## config.mk

```make
export PLATFORM = sky130hd
export DESIGN_NAME = imem_stream_loader_flat
export DESIGN_NICKNAME = d
export VERILOG_FILES = /design/src/rtl/imem_stream_loader_if.sv /design/src/rtl/imem_stream_loader.sv /design/src/flat_wrapper.sv
export SDC_FILE = /design/constraint.sdc
export NUM_CORES = 1
export LEC_CHECK = 0
export BUFFER_PORTS_ARGS = -buffer_cell sky130_fd_sc_hd__buf_2
export CORE_ASPECT_RATIO = 1.1
export CORE_MARGIN = 2
export CORE_UTILIZATION = 30
export CTS_CLUSTER_DIAMETER = 60
export DETAILED_ROUTE_END_ITERATION = 7
export HOLD_SLACK_MARGIN = 0.06
export REMOVE_ABC_BUFFERS = 1
export SETUP_SLACK_MARGIN = 0.02
export SYNTH_ARGS = -nofsm -noshare
export SYNTH_HDL_FRONTEND = slang
export SYNTH_SLANG_ARGS = --single-unit
```

## constraint.sdc

```tcl
create_clock -name sys_clk_i -period 5.35 [get_ports sys_clk_i]
set_input_delay 0.2675 -clock sys_clk_i [delete_from_list [all_inputs] [get_ports sys_clk_i]]
set_output_delay 0.2675 -clock sys_clk_i [all_outputs]
set_load 0.02 [all_outputs]
```

## src/rtl/imem_stream_loader_if.sv

```systemverilog
// rtl/imem_stream_loader_if.sv - byte stream, imem write port and core control bundle for imem_stream_loader
//
// Signals:
//   load_start_i / load_len_i : load request and word count (ADDR_W+1 bits)
//   byte_valid_i / byte_data_i / byte_ready_o : incoming byte stream handshake
//   imem_we_o / imem_addr_o / imem_wdata_o : instruction-memory write port
//   core_rst_n_o, load_busy_o, load_done_o, load_err_o : core reset and status
// Modports:
//   slave  : the loader (receives requests and bytes, drives memory and status)
//   master : the requester / stream source side
interface imem_stream_loader_if #(
  parameter int ADDR_W = 12
);
  logic              load_start_i;
  logic [ADDR_W:0]   load_len_i;
  logic              byte_valid_i;
  logic [7:0]        byte_data_i;
  logic              byte_ready_o;
  logic              imem_we_o;
  logic [ADDR_W-1:0] imem_addr_o;
  logic [31:0]       imem_wdata_o;
  logic              core_rst_n_o;
  logic              load_busy_o;
  logic              load_done_o;
  logic              load_err_o;

  modport slave (
    input  load_start_i, load_len_i, byte_valid_i, byte_data_i,
    output byte_ready_o, imem_we_o, imem_addr_o, imem_wdata_o,
           core_rst_n_o, load_busy_o, load_done_o, load_err_o
  );

  modport master (
    output load_start_i, load_len_i, byte_valid_i, byte_data_i,
    input  byte_ready_o, imem_we_o, imem_addr_o, imem_wdata_o,
           core_rst_n_o, load_busy_o, load_done_o, load_err_o
  );
endinterface

```

## src/rtl/imem_stream_loader.sv

```systemverilog
// rtl/imem_stream_loader.sv - byte-stream loader for the RV32I instruction memory
//
// Assembles little-endian 32-bit words from a byte stream and writes them to
// consecutive instruction-memory word addresses starting at 0, holding the
// core in reset during the load and for RST_HOLD cycles after the last write.
//
// Ports:
//   sys_clk_i : system clock, rising edge
//   rst_i     : asynchronous active-high reset
//   bus       : imem_stream_loader_if.slave (request, byte stream, imem write
//               port, core reset and status)
// Parameters:
//   ADDR_W    : imem word-address width, depth = 2^ADDR_W words
//   RST_HOLD  : cycles the core stays in reset after the last write (1..255)
// Build option:
//   IMEM_LOADER_CHECKSUM_EN : after the last word, 4 more bytes carry the
//   expected 32-bit sum of all written words; a mismatch aborts with an error
//   pulse and keeps the core in reset.
module imem_stream_loader #(
  parameter int ADDR_W   = 12,
  parameter int RST_HOLD = 8
) (
  input  logic                sys_clk_i,
  input  logic                rst_i,
  imem_stream_loader_if.slave bus
);

  localparam logic [ADDR_W:0] DEPTH     = {1'b1, {ADDR_W{1'b0}}};
  localparam logic [7:0]      HOLD_LAST = 8'(RST_HOLD - 1);

  typedef enum logic [2:0] {
    S_IDLE,
    S_RECV,
    S_WRITE,
    S_HOLD,
    S_CHK
  } state_t;

  state_t            state;
  logic [ADDR_W:0]   len_q;
  logic [ADDR_W:0]   word_cnt;
  logic [1:0]        byte_cnt;
  logic [7:0]        hold_cnt;
  logic [31:0]       word_q;
  logic              ready_q;
  logic              we_q;
  logic [ADDR_W-1:0] addr_q;
  logic [31:0]       wdata_q;
  logic              core_rst_n_q;
  logic              busy_q;
  logic              done_q;
  logic              err_q;
`ifdef IMEM_LOADER_CHECKSUM_EN
  logic [31:0]       sum_q;
`endif

  logic              accept;
  logic              len_ok;
  logic [31:0]       word_nxt;
  logic [ADDR_W:0]   word_cnt_inc;

  assign accept       = bus.byte_valid_i & ready_q;
  assign len_ok       = (bus.load_len_i != '0) && (bus.load_len_i <= DEPTH);
  assign word_cnt_inc = word_cnt + 1'b1;

  // Current byte dropped into its little-endian lane of the word being built.
  always_comb begin
    word_nxt = word_q;
    case (byte_cnt)
      2'd0: word_nxt[7:0]   = bus.byte_data_i;
      2'd1: word_nxt[15:8]  = bus.byte_data_i;
      2'd2: word_nxt[23:16] = bus.byte_data_i;
      default: word_nxt[31:24] = bus.byte_data_i;
    endcase
  end

  always_ff @(posedge sys_clk_i or posedge rst_i) begin
    if (rst_i) begin
      state        <= S_IDLE;
      len_q        <= '0;
      word_cnt     <= '0;
      byte_cnt     <= '0;
      hold_cnt     <= '0;
      word_q       <= '0;
      ready_q      <= 1'b0;
      we_q         <= 1'b0;
      addr_q       <= '0;
      wdata_q      <= '0;
      core_rst_n_q <= 1'b0;
      busy_q       <= 1'b0;
      done_q       <= 1'b0;
      err_q        <= 1'b0;
`ifdef IMEM_LOADER_CHECKSUM_EN
      sum_q        <= '0;
`endif
    end else begin
      err_q <= 1'b0;
      case (state)
        S_IDLE: begin
          if (bus.load_start_i) begin
            if (len_ok) begin
              len_q        <= bus.load_len_i;
              word_cnt     <= '0;
              byte_cnt     <= '0;
              core_rst_n_q <= 1'b0;
              done_q       <= 1'b0;
              busy_q       <= 1'b1;
              ready_q      <= 1'b1;
`ifdef IMEM_LOADER_CHECKSUM_EN
              sum_q        <= '0;
`endif
              state        <= S_RECV;
            end else begin
              // Rejected request leaves core reset and done untouched.
              err_q <= 1'b1;
            end
          end
        end

        S_RECV: begin
          if (accept) begin
            byte_cnt <= byte_cnt + 2'd1;
            word_q   <= word_nxt;
            if (byte_cnt == 2'd3) begin
              // Write strobe is registered here so it appears in the cycle
              // right after the 4th byte; ready drops for that cycle.
              ready_q <= 1'b0;
              we_q    <= 1'b1;
              addr_q  <= word_cnt[ADDR_W-1:0];
              wdata_q <= word_nxt;
              state   <= S_WRITE;
            end
          end
        end

        S_WRITE: begin
          we_q     <= 1'b0;
          word_cnt <= word_cnt_inc;
          hold_cnt <= '0;
`ifdef IMEM_LOADER_CHECKSUM_EN
          sum_q    <= sum_q + wdata_q;
`endif
          if (word_cnt_inc == len_q) begin
`ifdef IMEM_LOADER_CHECKSUM_EN
            ready_q <= 1'b1;
            state   <= S_CHK;
`else
            state   <= S_HOLD;
`endif
          end else begin
            ready_q <= 1'b1;
            state   <= S_RECV;
          end
        end

        S_HOLD: begin
          if (hold_cnt == HOLD_LAST) begin
            core_rst_n_q <= 1'b1;
            done_q       <= 1'b1;
            busy_q       <= 1'b0;
            state        <= S_IDLE;
          end else begin
            hold_cnt <= hold_cnt + 8'd1;
          end
        end

`ifdef IMEM_LOADER_CHECKSUM_EN
        S_CHK: begin
          // Checksum bytes reuse the word assembler but are never written.
          if (accept) begin
            byte_cnt <= byte_cnt + 2'd1;
            word_q   <= word_nxt;
            if (byte_cnt == 2'd3) begin
              ready_q <= 1'b0;
              if (word_nxt == sum_q) begin
                state <= S_HOLD;
              end else begin
                err_q  <= 1'b1;
                busy_q <= 1'b0;
                state  <= S_IDLE;
              end
            end
          end
        end
`endif

        default: state <= S_IDLE;
      endcase
    end
  end

  assign bus.byte_ready_o = ready_q;
  assign bus.imem_we_o    = we_q;
  assign bus.imem_addr_o  = addr_q;
  assign bus.imem_wdata_o = wdata_q;
  assign bus.core_rst_n_o = core_rst_n_q;
  assign bus.load_busy_o  = busy_q;
  assign bus.load_done_o  = done_q;
  assign bus.load_err_o   = err_q;

endmodule

```

## src/flat_wrapper.sv

```systemverilog
// flat-port wrapper written by rule: the top's interface ports become plain ports
module imem_stream_loader_flat 
#(
  parameter int ADDR_W   = 12,
  parameter int RST_HOLD = 8
)
  (sys_clk_i, rst_i, bus_load_start_i, bus_load_len_i, bus_byte_valid_i, bus_byte_data_i, bus_byte_ready_o, bus_imem_we_o, bus_imem_addr_o, bus_imem_wdata_o, bus_core_rst_n_o, bus_load_busy_o, bus_load_done_o, bus_load_err_o);
  imem_stream_loader_if #(.ADDR_W(ADDR_W)) bus_i ();
  input  logic sys_clk_i;
  input  logic rst_i;
  input wire logic [$bits(bus_i.load_start_i)-1:0] bus_load_start_i;
  input wire logic [$bits(bus_i.load_len_i)-1:0] bus_load_len_i;
  input wire logic [$bits(bus_i.byte_valid_i)-1:0] bus_byte_valid_i;
  input wire logic [$bits(bus_i.byte_data_i)-1:0] bus_byte_data_i;
  output wire logic [$bits(bus_i.byte_ready_o)-1:0] bus_byte_ready_o;
  output wire logic [$bits(bus_i.imem_we_o)-1:0] bus_imem_we_o;
  output wire logic [$bits(bus_i.imem_addr_o)-1:0] bus_imem_addr_o;
  output wire logic [$bits(bus_i.imem_wdata_o)-1:0] bus_imem_wdata_o;
  output wire logic [$bits(bus_i.core_rst_n_o)-1:0] bus_core_rst_n_o;
  output wire logic [$bits(bus_i.load_busy_o)-1:0] bus_load_busy_o;
  output wire logic [$bits(bus_i.load_done_o)-1:0] bus_load_done_o;
  output wire logic [$bits(bus_i.load_err_o)-1:0] bus_load_err_o;
  assign bus_i.load_start_i = bus_load_start_i;
  assign bus_i.load_len_i = bus_load_len_i;
  assign bus_i.byte_valid_i = bus_byte_valid_i;
  assign bus_i.byte_data_i = bus_byte_data_i;
  assign bus_byte_ready_o = bus_i.byte_ready_o;
  assign bus_imem_we_o = bus_i.imem_we_o;
  assign bus_imem_addr_o = bus_i.imem_addr_o;
  assign bus_imem_wdata_o = bus_i.imem_wdata_o;
  assign bus_core_rst_n_o = bus_i.core_rst_n_o;
  assign bus_load_busy_o = bus_i.load_busy_o;
  assign bus_load_done_o = bus_i.load_done_o;
  assign bus_load_err_o = bus_i.load_err_o;
  imem_stream_loader #(.ADDR_W(ADDR_W), .RST_HOLD(RST_HOLD)) u_core (.sys_clk_i(sys_clk_i), .rst_i(rst_i), .bus(bus_i));
endmodule
```

; Word level (Yosys, flattened, before mapping)
; Cells that the tools add are included.
[op_classes]
reduce_logical = 21
magnitude_cmp = 1
bitwise = 1
eq_ne = 15
mux = 38
add_sub_neg = 3
[ops]
columns = cell, n
row1 = $mux W8, 5
row2 = $mux W13, 2
row3 = $pmux W13 S2, 1
row4 = $pmux W8 S2, 1
row5 = $mux W3, 5
row6 = $mux W1, 14
row7 = $add A13 B1 Y13 const B, 1
row8 = $eq A13 B13 Y1, 1
row9 = $le A13 B13 Y1 const B, 1
row10 = $reduce_bool A13 Y1, 1
row11 = $pmux W3 S4, 1
row12 = $reduce_and A3 Y1, 4
row13 = $reduce_bool A2 Y1, 5
row14 = $add A8 B1 Y8 const B, 1
row15 = $eq A8 B3 Y1 const B, 1
row16 = $mux W2, 4
row17 = $ne A2 B1 Y1 const B, 4
row18 = $reduce_and A4 Y1, 2
row19 = $eq A3 B2 Y1 const B, 2
row20 = $ne A2 B2 Y1 const B, 3
row21 = $pmux W1 S2, 3
row22 = $reduce_and A6 Y1, 1
row23 = $reduce_and A5 Y1, 1
row24 = $eq A2 B2 Y1 const B, 2
row25 = other kinds (12), 13
[word_totals]
word_cells = 92
ff_bits = 120

; Depth between registers and ports, before layout
; Gate-level depths: netlist of the first run.
[depth]
word_depth = 5
mapped_depth = 8
depth_no_buf = 7

; Least setup slack after synthesis of the first run
; Ideal clock, no wire load.
[synth_timing]
path_kind = flip-flop to flip-flop
startpoint = register u_core.word_cnt[0]
endpoint = register u_core.ready_q (netlist: u_core.bus.byte_ready_o)
synth_period_minus_slack_ns = 1.862
required_time_ns = 5.212
n_path_buf = 0
slack_ns = 3.488
arrival_ns = 1.724
stages_incl_launch_ff = 8
setup_time_ns = 0.138
cell_sequence = dfrtp_1 > ha_1 > xnor2_1 > o2111ai_1 > nor4b_1 > nand4b_1 > nor4_1 > a211oi_1
[synth_between]
elab_chain_cells = 4
[synth_lines]
columns = item, line
row1 = from (decl), imem_stream_loader.sv:41  ; logic [ADDR_W:0] word_cnt;
row2 = from (signal assigned), imem_stream_loader.sv:138  ; word_cnt <= word_cnt_inc;
row3 = $add A13 B1 Y13, imem_stream_loader.sv:64  ; assign word_cnt_inc = word_cnt + 1'b1;
row4 = $eq A13 B13 Y1, imem_stream_loader.sv:143  ; if (word_cnt_inc == len_q) begin
row5 = $ne A2 B2 Y1 (no line), n/a
row6 = $reduce_and A6 Y1 (no line), n/a
row7 = to (signal assigned), imem_stream_loader.sv:85  ; ready_q <= 1'b0;
row8 = to (signal assigned), imem_stream_loader.sv:108  ; ready_q <= 1'b1;
row9 = to (signal assigned), imem_stream_loader.sv:151  ; ready_q <= 1'b1;
row10 = to (decl), imem_stream_loader.sv:45  ; logic ready_q;
; Every way passes these cells.
; A chain may end at the register's enable or synchronous reset.

; Final worst setup path of the first run
[layout_timing]
startpoint = register u_core.hold_cnt[4]
endpoint = register u_core.busy_q (netlist: u_core.bus.load_busy_o)
[layout_between]
elab_chain_cells = 3
[layout_lines]
columns = item, line
row1 = from (decl), imem_stream_loader.sv:43  ; logic [7:0] hold_cnt;
row2 = from (signal assigned), imem_stream_loader.sv:163  ; hold_cnt <= hold_cnt + 8'd1;
row3 = $eq A8 B3 Y1, imem_stream_loader.sv:157  ; if (hold_cnt == HOLD_LAST) begin
row4 = $ne A2 B1 Y1 (no line), n/a
row5 = $reduce_and A4 Y1 (no line), n/a
row6 = to (signal assigned), imem_stream_loader.sv:90  ; busy_q <= 1'b0;
row7 = to (signal assigned), imem_stream_loader.sv:107  ; busy_q <= 1'b1;
row8 = to (signal assigned), imem_stream_loader.sv:160  ; busy_q <= 1'b0;
row9 = to (decl), imem_stream_loader.sv:50  ; logic busy_q;
; Every way passes these cells.

==> impl_metrics.yaml, run 1 <==
sta:
  finalHoldViolations: 0
  setup_tns_ns: 0
  drv_slew: 0
  hold_ws_ns: 0.152
  clock_skew_ns: 0.00758
  max_slew_margin: 0.274
  rsz0062_at_grt: "false"
  tightest_slew_ns: 1.08
  min_period_ns: 2.36
  post-route-worst-setup-slack_ns: 2.99
  fmax_mhz: 423
  min_period_over_period: 0.442
  setup_viol: 0
critical_path:
  end_kind: "register"
  cp.arrival_ns: 2.62
  critical_path.endpoint: "u_core.bus.load_busy_o$_DFFE_PP0P_"
  r2r_start: "u_core.hold_cnt[4]$_DFFE_PP0P_"
  worst-setup-path-type: "register to register"
  r2r_slack_ns: 2.99
  crit_path_start: "u_core.hold_cnt[4]$_DFFE_PP0P_"
  reg2regPathDepth: 4
  worst-path-max-fanout: 11
  required_ns: 5.60
  cp-start-kind: "register"
  rr_endpoint: "u_core.bus.load_busy_o$_DFFE_PP0P_"
flow_run:
  max-cap-violations: 0
finish:
  layout.nets: 600
  utilization: 0.357
  diodes: 0
  drive_above_1_share: 0.235
  fillCellCount: 1740
  syn_to_final_growth_pct: 16.1
pwr:
  p_per_area_nw_per_um2: 584
  peakVddDrop_v: 0.000221
  cellLeakagePower_nw: 2.81
grt:
  grt_pass1_vias: 3877
  antenna_found_initial: 0
  grt.total_usage: 0.133
  grt_pass1_wl_um: 19500
  grt_max_degree: 63
  grt-ovfl-total: 0
yosys:
  synth_top_family_by_area: "simple AND/OR/NAND/NOR gates"
  synth_edf_count: 0
  synth_common_cells: "dfrtp_1, nand2_1, nor2_1, a21oi_1"
  ys_seq_elements: 111
  yosysSeqAreaShare: 0.529
  yosysMostFrequentCell: "dfrtp_1"
  synthTopCellsByArea: "dfrtp_1, mux2_2, nand2_1, mux2i_1, a21oi_1"
  muxShareOfSynthArea: 0.136
  synth_warnings: 0
  yosys.area_share.simple: 0.156
  syn_area_sq_um: 5250
  synth_cell_types: 47
  synthFlopType: "dfrtp_1"
  async_flop_share: 1.00
  syn_area_per_cell_sq_um: 10.3
  synth_top_area_share: 0.529
  synth_xor_area_frac: 0.0250
  synthAdderAreaFrac: 0.0143
  synth_compound_area_frac: 0.102
  syn-instance-count: 507
  yosys.area.top_type: "dfrtp_1"
placement:
  dpl.hpwl_um: 8280
  gp_congestion: 0.817
  port_buffers: 74
  dp_worst_setup_slack_ns: 2.86
die:
  die_y_um: 143
  io_pins: 75
  rows: 50
  die-area_sq_um: 18600
  start_util: 0.307
  chipWidth_um: 130
  core_area_sq_um: 17100
min_path:
  hp-class: "input pin to register"
clock_network:
  numCtsBuffers: 9
  clk_latency_ns: 0.36
  cts_tree: "done"
  htreeDepth: 3
  cts.path.max_buffers: 2
  clk_pin_slew_ns: 0.08
  post_cts_buffers: 0
  clkSinkCount: 111
  root_buffer: "clkbuf_16"
detailed_routing:
  vias: 3888
  firstDrtPassIters: 4
  drc: 0
  viasPerCell: 4.81
  post_drt_wl_per_cell_um: 14.7
  drt_iter0_markers: 245
  wirelength_um: 11900
  ant_nets: 0
run_status:
  status: "finished clean"
cells by family (layout without fill, tap and decap cells):
group | after synthesis | after routing
AOI/OAI and AO/OA | 92 | 92
adders and majority gates | 6 | 6
muxes | 64 | 64
and+or+nand+nor | 179 | 179
buffers and inverters | 40 | 107
DFF | 111 | 111
xor gates and xnor gates | 15 | 15
final cells by class:
cell class | count | area [sq um] | area share
clock buffer | 10 | 239 | 0.0392
tap | 234 | 293 | 0.0481
timing repair buffer | 79 | 410 | 0.0674
clock inverter | 6 | 41.3 | 0.00678
sequential | 111 | 2780 | 0.456
inverter | 12 | 47.5 | 0.00781
multi-input combinational | 356 | 2280 | 0.375
critical path, cell delays in order, from the launching register on:
cell	delay (ns)
dfrtp_1	0.45
or4_1	0.50
o31ai_1	0.88
nand2_1	0.21
a21o_1	0.22
power breakdown:
| group | switching (W) | internal [W] |
|---|---|---|
| clock network | 0.000313 | 0.000331 |
| logic | 0.000798 | 0.000603 |
| registers | 0.000298 | 0.00121 |
flip-flops by register name (all words and copies together), names as in the netlist:
name / flops
u_core.state: 2
u_core.hold_cnt: 8
u_core.word_q: 24
u_core.byte_cnt: 2
u_core.bus.imem_we_o: 1
u_core.len_q: 13
u_core.bus.load_busy_o: 1
u_core.bus.load_err_o: 1
u_core.bus.imem_addr_o: 12
u_core.bus.core_rst_n_o: 1
u_core.word_cnt: 13
u_core.bus.imem_wdata_o: 32
u_core.bus.byte_ready_o: 1
worst min path at each step:
stage | to | cells past startpoint | start | slack, ns
final | u_core.len_q[6]$_DFFE_PP0P_ | 2 | bus_load_len_i[6] | 0.15
after CTS | u_core.len_q[6]$_DFFE_PP0P_ | 2 | bus_load_len_i[6] | 0.14
after detailed placement | u_core.bus.imem_wdata_o[28]$_DFFE_PP0P_ | 2 | rst_i | 0.39
after global placement | u_core.bus.imem_wdata_o[28]$_DFFE_PP0P_ | 2 | rst_i | 0.38
after floorplan | u_core.bus.imem_wdata_o[24]$_DFFE_PP0P_ | 2 | bus_byte_data_i[0] | 0.37
after global routing | u_core.len_q[6]$_DFFE_PP0P_ | 2 | bus_load_len_i[6] | 0.14
layer usage:
metal  track usage  up-vias  wire length, um
met3        0.0356       11              552
met1         0.164     1896             5320
met2         0.230       96             5850
li1              -     1885                -
met5             0        -                0
met4        0.0357        0              169
repair_timing:
item | CTS | global route
hold buffers | 1 | 0
endpoints found under the hold margin | 49 | 0
resized for setup | 0 | 0
cell usage in the layout, fill, tap and decap left out, drive strengths merged, types with 5 or more instances in the layout:
| cell type | n |
|---|---|
| dfrtp | 111 |
| buf | 78 |
| nand2 | 75 |
| nor2 | 44 |
| a21oi | 43 |
| mux2 | 36 |
| mux2i | 28 |
| o21ai | 24 |
| nand3 | 15 |
| inv | 12 |
| clkbuf | 10 |
| xnor2 | 8 |
| nor3 | 8 |
| xor2 | 7 |
| and2 | 6 |
| and3 | 6 |
| nand4 | 6 |
| ha | 6 |
| clkinv | 6 |
| o31ai | 5 |
stage by stage:
stage                     cells  area (sq um)  total power (W)
after floorplan             479          5100          0.00248
after global placement      791          5800          0.00290
after detailed placement    791          5800          0.00295
after CTS                   808          6090          0.00362
after global routing        808          6090          0.00383
final                       808          6090          0.00356
No activity file was read; power rests on OpenSTA's default activity.
==> inputs of run 2 (changes only) <==
- clock period: 5.35 -> 2.15 ns (I/O delays scaled with it)
==> run 2 against run 1 <==
Effect of this change: worst setup slack got worse by 2.9 ns; clock skew rose by 0.0029 ns; die area did not move; first-iteration DRC count fell by 6.1%; power rose to 2.6 times the previous value; via count rose by 3.2%; global-route usage rose by 0.36 points; critical endpoint is now u_core.len_q[8]$_DFFE_PP0P_; sequential cell count did not move; utilization rose by 2.7 points; combinational power rose to 2.6 times the previous value; sequential power rose by 150%.
==> impl_metrics.yaml, run 2 (synthesis results as in run 1) <==
run_status:
  status: "finished clean"
sta:
  fmax_mhz: 486
  hold_ws_ns: 0.152
  clock_skew_ns: 0.0105
  min_period_over_period: 0.958
  max_slew_margin: 0.541
  tightest_slew_ns: 0.688
  min_period_ns: 2.06
  post-route-worst-setup-slack_ns: 0.0903
  setup_viol: 0
  rsz0062_at_grt: "true"
  finalHoldViolations: 0
  drv_slew: 0
  setup_tns_ns: 0
critical_path:
  crit_path_start: "bus_load_len_i[11]"
  reg2regPathDepth: 5
  rr_endpoint: "u_core.bus.load_busy_o$_DFFE_PP0P_"
  critical_path.endpoint: "u_core.len_q[8]$_DFFE_PP0P_"
  r2r_slack_ns: 0.22
  worst-path-max-fanout: 14
  r2r_start: "u_core.hold_cnt[7]$_DFFE_PP0P_"
  cp-start-kind: "input pin"
  cp.arrival_ns: 2.30
  worst-setup-path-type: "input pin to register"
  end_kind: "register"
  required_ns: 2.39
die:
  die_y_um: 143
  die-area_sq_um: 18600
  rows: 50
  io_pins: 75
  start_util: 0.307
  chipWidth_um: 130
  core_area_sq_um: 17100
finish:
  multiInputGateArea_sq_um: 2300
  drive_above_1_share: 0.251
  layout_commonest_cell: "dfrtp_1"
  fillCellCount: 1714
  stdcell_count: 844
  register_area_sq_um: 2780
  layout.nets: 636
  largest_reg_flops: 32
  syn_to_final_growth_pct: 24.7
  final_cell_mix: "dfrtp_1, nand2_1, buf_2, nor2_1, a21oi_1"
  diodes: 0
pwr:
  p_per_area_nw_per_um2: 1430
  peakVddDrop_v: 0.000574
  cellLeakagePower_nw: 3.01
grt:
  grt-ovfl-total: 0
  grt.total_usage: 0.137
  grt_pass1_vias: 4006
  grt_max_degree: 50
  antenna_found_initial: 0
  grt_pass1_wl_um: 19900
detailed_routing:
  wirelength_um: 12200
  firstDrtPassIters: 4
  vias: 4011
  drt_iter0_markers: 230
  viasPerCell: 4.75
  ant_nets: 0
  post_drt_wl_per_cell_um: 14.5
  drc: 0
placement:
  dpl.hpwl_um: 8510
  gp_congestion: 0.873
  dpl.cell_count: 806
  dp_worst_setup_slack_ns: 0.168
  port_buffers: 74
clock_network:
  root_buffer: "clkbuf_16"
  clk_pin_slew_ns: 0.07
  htreeDepth: 3
  cts_tree: "done"
  cts.path.max_buffers: 2
  clkSinkCount: 111
  numCtsBuffers: 9
  clk_latency_ns: 0.36
flow_run:
  max-cap-violations: 0
min_path:
  hp-class: "input pin to register"
[run 2: changes by cell type in the layout (fill, tap and decap cells not counted), sizes merged]
cell | before | now
clkinvlp | 0 | 1
clkinv | 6 | 3
dlygate4sd3 | 1 | 22
buf | 78 | 93
bufinv | 0 | 3
inv | 12 | 11
[run 2: layout make-up]
class | instances | area share
sequential | 111 | 0.424
multi-input combinational | 356 | 0.352
timing repair buffer | 115 | 0.118
tap | 234 | 0.0447
clock buffer | 10 | 0.0365
clock inverter | 6 | 0.0176
inverter | 12 | 0.00727
[run 2: worst min-delay path by stage]
stage / from / end / cells past startpoint
after floorplan: bus_byte_data_i[0] / u_core.bus.imem_wdata_o[24]$_DFFE_PP0P_ / 2
after global placement: rst_i / u_core.bus.imem_wdata_o[24]$_DFFE_PP0P_ / 2
after detailed placement: rst_i / u_core.bus.imem_wdata_o[24]$_DFFE_PP0P_ / 2
after CTS: bus_load_start_i / u_core.state[0]$_DFFE_PP0P_ / 3
after global routing: bus_load_start_i / u_core.state[0]$_DFFE_PP0P_ / 3
final: bus_load_start_i / u_core.state[0]$_DFFE_PP0P_ / 3
[run 2: repair_timing]
item                                   4_1_cts  5_1_grt
hold buffers                                22        0
setup endpoints to repair                    0        3
resized for setup                            0        3
endpoints found under the hold margin       49        0
buffers inserted                             0        0
[run 2: per-stage QoR]
step | cell area, sq um | power (W) | utilization
global route | 6540 | 0.0100 | 0.383
CTS | 6530 | 0.00948 | 0.382
global placement | 5950 | 0.00731 | 0.348
floorplan | 5100 | 0.00618 | -
detailed placement | 5950 | 0.00746 | 0.348
finish | 6540 | 0.00935 | 0.383
[run 2: layer usage]
metal | part of all wire | vias to the layer above | GRT usage
met1 | 0.44 | 1945 | 0.165
met5 | 0 | - | 0
li1 | - | 1955 | -
met4 | 0.016 | 0 | 0.0458
met3 | 0.039 | 13 | 0.0300
met2 | 0.51 | 98 | 0.241
[run 2: critical path: stages]
cell and delay [ns]:
dlygate4sd3_1 0.54, buf_2 0.13, nor4_1 0.29, nand3_1 0.22, xor2_1 0.18, buf_4 0.15
and2_1 0.17, buf_12 0.16, mux2_2 0.34
[run 2: report_power, final]
group          internal [W]  total [W]  leakage [nW]  switching (W)
clock               0.00118    0.00195         0.169       0.000777
sequential          0.00302    0.00370          1.37       0.000678
combinational       0.00163    0.00370          1.47        0.00207
total               0.00583    0.00935          3.01        0.00353
==> inputs of run 3 (changes only) <==
- RECOVER_POWER: unset -> 25
==> run 3 against run 2 <==
Effect of this change: maximum frequency is essentially flat; final cell count unchanged; clock skew increased by 0.00097 ns; register-to-register slack is essentially flat; hold slack is essentially flat; sequential power barely moved; sequential share of layout area up 0.098 points; non-clock buffer count is the same; largest cell class unchanged.
==> impl_metrics.yaml, run 3 (synthesis results as in run 1) <==
critical_path:
  cp_cell_sequence: "dlygate4sd3_1 -> buf_2 -> nor4_1 -> nand3_1 -> xor2_1 -> buf_4 -> and2_1 -> buf_12 -> mux2_2"
  r2r_slack_ns: 0.22
  cp.arrival_ns: 2.30
  worst-path-buf-inv: 4
  required_ns: 2.39
  worst-setup-path-type: "input pin to register"
  slowest_delay_ns: 0.54
  cp-start-kind: "input pin"
  cpMaxStageDelayCell: "dlygate4sd3_1"
  worst-path-max-fanout: 14
  end_kind: "register"
  crit_family: "buffers and inverters"
clock_network:
  cts.path.max_buffers: 2
  root_buffer: "clkbuf_16"
  numCtsBuffers: 9
  clk_latency_ns: 0.36
  clkSinkCount: 111
  cts_tree: "done"
  clk_pin_slew_ns: 0.07
  htreeDepth: 3
sta:
  fmax_mhz: 486
  tightest_slew_ns: 1.29
  hold_ws_ns: 0.151
  finalHoldViolations: 0
  clock_skew_ns: 0.0115
  drv_slew: 0
  max_slew_margin: 0.142
  rsz0062_at_grt: "true"
  min_period_ns: 2.06
  post-route-worst-setup-slack_ns: 0.0904
  setup_viol: 0
  min_period_over_period: 0.958
die:
  die_y_um: 143
  io_pins: 75
  rows: 50
  chipWidth_um: 130
  core_area_sq_um: 17100
  die-area_sq_um: 18600
  start_util: 0.307
finish:
  layout_commonest_cell: "dfrtp_1"
  syn_to_final_growth_pct: 24.4
  final_cell_mix: "dfrtp_1, nand2_1, buf_2, nor2_1, a21oi_1"
  largest_reg_flops: 32
  utilization: 0.382
  layout.nets: 636
  drive_above_1_share: 0.233
  diodes: 0
detailed_routing:
  drc: 0
  firstDrtPassIters: 4
  post_drt_wl_per_cell_um: 14.5
  vias: 4012
  wirelength_um: 12200
  drt_iter0_markers: 231
  viasPerCell: 4.75
  ant_nets: 0
placement:
  port_buffers: 74
  dp_worst_setup_slack_ns: 0.168
  dpl.hpwl_um: 8510
  gp_congestion: 0.873
pwr:
  p_seq_frac: 0.397
  pwr-share-clk: 0.209
  p_sw_frac: 0.378
  internal_power_w: 0.00580
  pwr-share-comb: 0.394
  p_per_area_nw_per_um2: 1430
  cellLeakagePower_nw: 2.98
  peakVddDrop_v: 0.000574
  power.switching_w: 0.00353
grt:
  grt_pass1_wl_um: 19900
  grt_pass1_vias: 4006
  grt.total_usage: 0.137
  grt_max_degree: 50
  grt-ovfl-total: 0
  antenna_found_initial: 0
min_path:
  hp-class: "input pin to register"
flow_run:
  max-cap-violations: 0
run_status:
  status: "finished clean"
[run 3: cell count changes in the layout (fill, tap and decap cells not counted), sizes merged]
cell,change
buf,-10
clkbuf,+10
[run 3: metal layers]
metal	part of all wire	track usage	wire, um
met5	0	0	0
met1	0.43	0.165	5300
met4	0.016	0.0458	192
met2	0.51	0.241	6250
met3	0.040	0.0300	490
[run 3: power by group through the flow]
stage               Combinational [W]  Clock (W)  Sequential (W)
floorplan                     0.00200          0         0.00418
global placement              0.00362          0         0.00369
detailed placement            0.00371          0         0.00375
CTS                           0.00376    0.00202         0.00371
global route                  0.00408    0.00210         0.00385
finish                        0.00367    0.00195         0.00370
[run 3: layout make-up]
class,instances,area [sq um]
Fill cell,1716,10600
Sequential cell,111,2780
Multi-Input combinational cell,356,2300
Timing Repair Buffer,115,758
Tap cell,234,293
Clock buffer,10,239
Clock inverter,6,115
Inverter,12,45.0
[run 3: final timing paths]
check	from	endpoint	depth (start not counted)
setup / recovery	bus_load_len_i[11]	u_core.len_q[8]$_DFFE_PP0P_	9
hold / removal	bus_load_start_i	u_core.state[0]$_DFFE_PP0P_	3
max in group asynchronous	rst_i	u_core.bus.imem_addr_o[7]$_DFFE_PP0P_	4
hold reg to reg	u_core.bus.imem_wdata_o[30]$_DFFE_PP0P_	u_core.bus.imem_wdata_o[30]$_DFFE_PP0P_	2
setup reg to reg	u_core.hold_cnt[7]$_DFFE_PP0P_	u_core.bus.load_busy_o$_DFFE_PP0P_	5
min in group asynchronous	rst_i	u_core.bus.imem_wdata_o[24]$_DFFE_PP0P_	3
[run 3: worst reg2reg max path: cells and delay by family, from the launching register on]
kind	cells	cell delay, ns
and+or+nand+nor	2	0.63
AOI/OAI and AO/OA	2	0.54
DFF	1	0.41
buffers and inverters	1	0.24
[run 3: metrics by stage]
| stage | total power, W | cells | setup TNS, ns | area, sq um |
|---|---|---|---|---|
| final | 0.00933 | 844 | 0 | 6530 |
| after floorplan | 0.00618 | 479 | -186.03 | 5100 |
| after detailed placement | 0.00746 | 806 | 0 | 5950 |
| after global placement | 0.00731 | 806 | 0 | 5950 |
| after global routing | 0.0100 | 844 | 0 | 6530 |
| after CTS | 0.00948 | 844 | 0 | 6530 |
[run 3: what timing repair did]
item                       in CTS  in global routing
gates resized for setup         0                  3
setup buffers                   0                  0
setup endpoints to repair       0                  3
hold buffers                   22                  0
hold endpoints to repair       49                  0
